**src/rtl/lift_request_scheduler.sv**
```systemverilog
// Per-car SCAN lift scheduler: latches floor requests and sequences direction,
// motion and door_open for the car movement model, using floor_sense as feedback.
module lift_request_scheduler #(
  parameter int N_FLOORS      = 4,
  parameter int DOOR_OPEN_REQ = 100,
  parameter bit IDLE_DIR_UP   = 1'b1
) (
  input  logic                clk,
  input  logic                reset,
  input  logic [N_FLOORS-1:0] req_in,
  input  logic [N_FLOORS-1:0] floor_sense,
  output logic                direction,
  output logic                motion,
  output logic                door_open,
  output logic [N_FLOORS-1:0] current_floor,
  output logic [N_FLOORS-1:0] pending,
  output logic                fault
);
  localparam int TW = (DOOR_OPEN_REQ > 1) ? $clog2(DOOR_OPEN_REQ) : 1;
  localparam logic [N_FLOORS-1:0] ONE = N_FLOORS'(1);
  localparam logic [TW-1:0] T_LAST = TW'(DOOR_OPEN_REQ - 1);

  typedef enum logic [1:0] {IDLE, MOVE, STOP, DOOR} state_t;

  state_t              state_q, state_d;
  logic                dir_d, motion_d, door_d, arrived_q;
  logic [TW-1:0]       timer_q, timer_d;
  logic [N_FLOORS-1:0] clr, below_m, above_m, req_lat;
  logic                fs_onehot, fs_multi, arrival, at_end;
  logic                req_ahead, req_behind, here_pend;

  assign fs_multi   = |(floor_sense & (floor_sense - ONE));
  assign fs_onehot  = (|floor_sense) && !fs_multi;
  assign below_m    = current_floor - ONE;
  assign above_m    = ~(below_m | current_floor);
  assign req_ahead  = direction ? |(pending & above_m) : |(pending & below_m);
  assign req_behind = direction ? |(pending & below_m) : |(pending & above_m);
  assign here_pend  = |(pending & current_floor);
  // The departure floor's contact is ignored until the car has left it.
  assign arrival    = (state_q == MOVE) && fs_onehot && !arrived_q;
  assign at_end     = direction ? floor_sense[N_FLOORS-1] : floor_sense[0];
  // Re-requests for the floor whose door is open only extend the door time.
  assign req_lat    = req_in & ~((state_q == DOOR) ? current_floor : '0);

  always_comb begin
    state_d  = state_q;
    dir_d    = direction;
    motion_d = motion;
    door_d   = door_open;
    timer_d  = timer_q;
    clr      = '0;
    unique case (state_q)
      IDLE: if (!fault) begin
        if (here_pend) begin
          state_d = DOOR;
          door_d  = 1'b1;
          timer_d = '0;
          clr     = current_floor;
        end else if (req_ahead) begin
          state_d  = MOVE;
          motion_d = 1'b1;
        end else if (req_behind) begin
          dir_d = ~direction;
        end
      end
      MOVE: if (arrival && ((|(pending & floor_sense)) || at_end)) begin
        state_d  = STOP;
        motion_d = 1'b0;
      end
      STOP: if (here_pend) begin
        state_d = DOOR;
        door_d  = 1'b1;
        timer_d = '0;
        clr     = current_floor;
      end else begin
        state_d = IDLE;
      end
      DOOR: if (|(req_in & current_floor)) begin
        timer_d = '0;
      end else if (timer_q == T_LAST) begin
        door_d  = 1'b0;
        state_d = IDLE;
      end else begin
        timer_d = timer_q + 1'b1;
      end
    endcase
    // Ambiguous floor contact: halt and park in IDLE until reset.
    if (fs_multi) begin
      state_d  = IDLE;
      motion_d = 1'b0;
      door_d   = 1'b0;
      clr      = '0;
    end
  end

  always_ff @(posedge clk or negedge reset) begin
    if (!reset) begin
      state_q       <= IDLE;
      direction     <= IDLE_DIR_UP;
      motion        <= 1'b0;
      door_open     <= 1'b0;
      current_floor <= ONE;
      pending       <= '0;
      fault         <= 1'b0;
      timer_q       <= '0;
      arrived_q     <= 1'b1;
    end else begin
      state_q   <= state_d;
      direction <= dir_d;
      motion    <= motion_d;
      door_open <= door_d;
      timer_q   <= timer_d;
      pending   <= (pending | req_lat) & ~clr;
      if (fs_onehot) current_floor <= floor_sense;
      if (fs_multi) fault <= 1'b1;
      if (state_q == MOVE) begin
        if (floor_sense == '0) arrived_q <= 1'b0;
        else if (arrival) arrived_q <= 1'b1;
      end
    end
  end
endmodule

```
**config.mk**
```make
export PLATFORM = sky130hd
export DESIGN_NAME = lift_request_scheduler
export DESIGN_NICKNAME = d
export VERILOG_FILES = /design/src/rtl/lift_request_scheduler.sv
export SDC_FILE = /design/constraint.sdc
export NUM_CORES = 1
export LEC_CHECK = 0
export CAP_MARGIN = 0
export CELL_PAD_IN_SITES_DETAIL_PLACEMENT = 1
export CELL_PAD_IN_SITES_GLOBAL_PLACEMENT = 1
export CORE_MARGIN = 2
export CORE_UTILIZATION = 40
export CTS_CLUSTER_DIAMETER = 100
export DETAILED_ROUTE_END_ITERATION = 16
export PLACE_DENSITY_LB_ADDON = 0.1
export SLEW_MARGIN = 10
export SYNTH_ARGS = -nofsm -noshare
export SYNTH_HDL_FRONTEND = slang
export SYNTH_SLANG_ARGS = --single-unit
export TNS_END_PERCENT = 10
```
**constraint.sdc**
```tcl
create_clock -name clk -period 2.75 [get_ports clk]
set_input_delay 0.825 -clock clk [delete_from_list [all_inputs] [get_ports clk]]
set_output_delay 0.825 -clock clk [all_outputs]
set_load 0.03 [all_outputs]
```
* Word-level counts from Yosys, hierarchy flattened
Index checks and enable logic that the tools add are counted.
** Word-level totals
- Bits in registers :: 22
- Output and inout bits :: 12
** Cells by class
- Add/subtract/negate cells :: 3
- Reduce and logical (&&, ||, !) cells :: 26
- Equality and inequality tests :: 13
- Mux-type cells :: 36
- Bitwise gates (word level) :: 17
** Operators with widths (number)
- $and 4x4->4 :: 8
- $mux 7 :: 4
- $reduce_or 4->1 :: 7
- $pmux 7 s3 :: 1
- $mux 2 :: 8
- $mux 4 :: 4
- $mux 1 :: 15
- $ne 3x3->1 const B :: 5
- $reduce_and 5->1 :: 3
- $not 4->4 :: 3
- $or 4x4->4 :: 2
- $pmux 2 s4 :: 1
- $pmux 4 s2 :: 1
- $sub 4x1->4 const B :: 2
- $add 7x1->7 const B :: 1
- $eq 7x7->1 const B :: 1
- $ne 3x2->1 const B :: 2
- $reduce_bool 3->1 :: 2
- $eq 2x2->1 const B :: 2
- $logic_and 1x1->1 :: 4
- $logic_not 4->1 :: 1
- $ne 4x4->1 const B :: 1
- $not 1->1 :: 4
- $reduce_and 4->1 :: 1
- other kinds (11) :: 12

* Depth between registers and ports, before layout
- Depth in word-level cells :: 11
- Mapped depth :: 9

* Worst setup path after synthesis
No wires, ideal clock.
- Kind :: register -> register
- From :: reg current_floor[0]
- To :: reg state_q[0]
- Library setup time :: 0.125 ns
- Buffers on the path :: 0
- Arrival :: 2.493 ns
- Setup slack :: 0.132 ns
- Period minus slack after synthesis :: 2.618 ns
- Stages on the path, launching flop included :: 10
- Path through :: dfstp_2 -> inv_1 -> ha_1 -> inv_1 -> ha_1 -> a2111oi_0 -> mux2i_1 -> nor3_1 -> or4_4 -> mux2_4
** On the way
- Longest elaborated chain between the ends :: 8
- Elaborated cells on any way between the ends :: 20
- Classes of those cells :: add/sub (1); eq/ne (2); mux (6); bitwise (6); reduce/logical (5)
** RTL lines
- from (decl) :: RTL line 15 : output logic [N_FLOORS-1:0] current_floor,
- from (signal assigned) :: RTL line 114 : if (fs_onehot) current_floor <= floor_sense;
- $sub 4x1->4 :: RTL line 34 : assign below_m = current_floor - ONE;
- $or 4x4->4 :: RTL line 35 : assign above_m = ~(below_m | current_floor);
- $not 4->4 :: RTL line 35
- $and 4x4->4 :: RTL line 36 : assign req_ahead = direction ? |(pending & above_m) : |(pending & below_m);
- $reduce_or 4->1 :: RTL line 36
- $mux 1 :: RTL line 36
- $ne 4x4->1 (no source line)
- $reduce_and 5->1 (no source line)
- to (signal assigned) :: RTL line 108 : state_q <= state_d;
- to (decl) :: RTL line 25 : state_t state_q, state_d;
Parallel ways exist; a longest one is shown, timed or not. The select of a mux whose other input is x is not followed.
A chain may end at the register's enable or synchronous reset.

* Worst setup path in the final report
Ends and elaborated chain as after synthesis.

==> impl_metrics.yaml <==
cts:
  insertion_delay_ns: 0.32
  clockRootBuffer: "clkbuf_4"
  cts_sinks: 22
  tritoncts: "yes"
  cts-buffers-inserted: 3
  cts_htree_levels: 1
  cts.path.max_buffers: 2
  clk_pin_slew_ns: 0.13
  cts_hold_buf: 0
synth:
  synthesis.area_um2: 1420
  syn_nets: 177
  async_flop_share_pct: 100
  synth_edf_count: 0
  postSynthAreaPerCell_um2: 8.78
  synth_top_flop_cell: "dfrtp_1"
  yosys_warnings: 0
  seq_area_frac_synth_pct: 39.0
  synth-seq-cells: 22
  syn_inst: 162
  synthDistinctLibCells: 46
critical_path:
  startpoint: "current_floor[0]$_DFFE_PN1N_"
  cp-start-kind: "register"
  ff2ff_path_depth: 9
  crit_chain: "inv_1 > ha_1 > nor2b_2 > a2111oi_4 > buf_4 > mux2i_2 > nor3_1 > or4_4 > mux2_4"
  worst-path-max-fanout: 7
  r2r_slack_ns: 0.13
  r2r_end: "state_q[0]$_DFFE_PN0P_"
  path_class: "register to register"
  cp_slowest_stage_delay_ns: 0.63
  endpoint_kind: "register"
  crit_required_ns: 2.96
  slowest_stage: "dfstp_2"
  crit_arrival_ns: 2.83
  crit_end: "state_q[0]$_DFFE_PN0P_"
  r2r-start: "current_floor[0]$_DFFE_PN1N_"
route:
  detail_route.wl_per_cell_um: 16.5
  ant_nets: 0
  vias: 1387
  drc: 0
  firstDrtPassIters: 4
  finalWirelength_mm: 4.04
  via_per_inst: 5.68
  drt_iter0_markers: 54
die:
  die_area_um2: 4050
  initial_core_util_pct: 42.3
  die_w_um: 63.6
  fp.dieH_um: 63.6
  ios: 22
  placementRows: 21
  core_region_area_um2: 3360
power_and_ir_drop:
  max-vdd-ir-drop_mv: 0.229
  finalPower_uw: 954
  p_per_area_nw_per_um2: 518
  leakagePower_nw: 0.744
place:
  portBuffers: 21
  gp_congestion: 0.758
  place_area_um2: 1770
  hpwl_mm: 3.23
layout:
  final_layout_size_suffix_gt1_share_pct: 18.2
  diodes: 0
  postLayoutCoreUtil_pct: 54.8
  final_nets: 214
  fillers: 413
  syn2layout_area_growth_pct: 29.6
  final_common_cell: "clkdlybuf4s50_1"
  mostFrequentLayoutCells: "clkdlybuf4s50_1, o21ai_0, dfrtp_1"
  final_cell_area_um2: 1840
timing:
  setup_viol: 0
  fin_crit_sh_pct: 95.3
  max_clock_freq_mhz: 382
  fin_skew_ns: 0.00639
  drv_slew: 0
  tightestPinTransition_ns: 0.731
  period_needed_ns: 2.62
  finalHoldViolations: 0
  slew_headroom_pct: 50.9
status:
  status: "finished clean"
hold_path:
  min_path_type: "register to register"
  hold_start: "timer_q[1]$_DFFE_PN0P_"
global_routing:
  antenna_found_initial: 0
  grt_pass1_vias: 1499
  grt_use_total_pct: 22.1
  grt_start_max_net_pins: 17
  grt_remaining_overflow: 0
  grt_first_pass_wirelength_mm: 7.01
flow_run:
  maxCapViolCount: 0
-- per-layer routing --
| metal | share of wire (%) | GRT usage [%] |
|---|---|---|
| met5 | 0 | 0 |
| met4 | 1.7 | 9.51 |
| met3 | 2.2 | 2.86 |
| met2 | 53 | 39.9 |
| met1 | 43 | 25.9 |
-- cell type report --
type,instances,area [um^2],area share (%)
clock buffer,4,36.3,1.97
inverter,11,41.3,2.24
multi-input combinational,124,823,44.7
sequential,22,554,30.1
tap,46,57.6,3.12
timing repair buffer,37,330,17.9
-- Yosys cell counts (all sizes together), types with 3 or more instances --
master | count | share of area (%)
dfrtp | 19 | 33
nand2 | 17 | 5.0
a21oi | 12 | 4.2
nor3 | 6 | 2.1
inv | 11 | 2.9
or3 | 4 | 1.8
nor2 | 12 | 4.3
nor2b | 3 | 1.3
nand3 | 7 | 2.8
dfstp | 3 | 5.5
a22oi | 5 | 2.6
buf | 4 | 1.8
o21ai | 20 | 7.3
ha | 5 | 4.4
-- per-stage QoR --
step | hold WS (ns) | setup slack, ns | instances | TNS, ns
2_1_floorplan | 0.466 | 0.132 | 162 | 0
6_report | 0.542 | 0.130 | 244 | 0
3_3_place_gp | 0.484 | -0.114 | 239 | -0.200
5_1_grt | 0.581 | -0.00324 | 244 | -0.00324
3_5_place_dp | 0.510 | -0.212 | 239 | -0.328
4_1_cts | 0.541 | 0.0120 | 243 | 0
-- state kept, by name (all words and copies together), names as in the netlist --
signal / flops
timer_q: 7
current_floor: 4
pending: 4
state_q: 2
arrived_q: 1
direction: 1
door_open: 1
fault: 1
motion: 1
-- what timing repair did --
action                     in CTS  in global routing
gates resized for setup         1                  4
pin swaps                       0                  1
setup endpoints to repair       1                  1
setup buffers                   0                  1
-- report_power, final --
group          internal, mW  leakage [nW]  switching [mW]  total (mW)
logic                 0.158         0.458           0.203       0.361
clock network        0.0809        0.0210           0.105       0.186
registers             0.358         0.265          0.0485       0.407
total                 0.597         0.744           0.357       0.954
-- kinds of logic (layout without fill, tap and decap cells) --
family	count (synthesis)	count (layout)	share of synthesized area [%]
AOI/OAI and AO/OA	54	54	24.2
xor gates and xnor gates	3	3	1.85
adders and majority gates	6	6	5.19
buffers and inverters	16	52	4.92
DFF	22	22	39.0
muxes	2	2	1.76
and+or+nand+nor	59	59	23.1
-- worst min path at each step --
stage | to | slack, ns | depth (start not counted)
3_5_place_dp | timer_q[1]$_DFFE_PN0P_ | 0.51 | 2
5_1_grt | timer_q[1]$_DFFE_PN0P_ | 0.58 | 2
2_1_floorplan | timer_q[1]$_DFFE_PN0P_ | 0.47 | 2
4_1_cts | timer_q[1]$_DFFE_PN0P_ | 0.54 | 2
6_report | timer_q[1]$_DFFE_PN0P_ | 0.54 | 2
3_3_place_gp | timer_q[1]$_DFFE_PN0P_ | 0.48 | 2
-- worst max-delay path: cells and delay by family, from the launching register on --
kind,cells,cell delay (ns)
buffers and inverters,2,0.25
multiplexers,2,0.49
flip-flops,1,0.63
AO/OA/AOI/OAI,1,0.07
adder cells (fa/ha/maj),1,0.31
AND/OR/NAND/NOR,3,0.76
(Power assumes the default switching activity.)
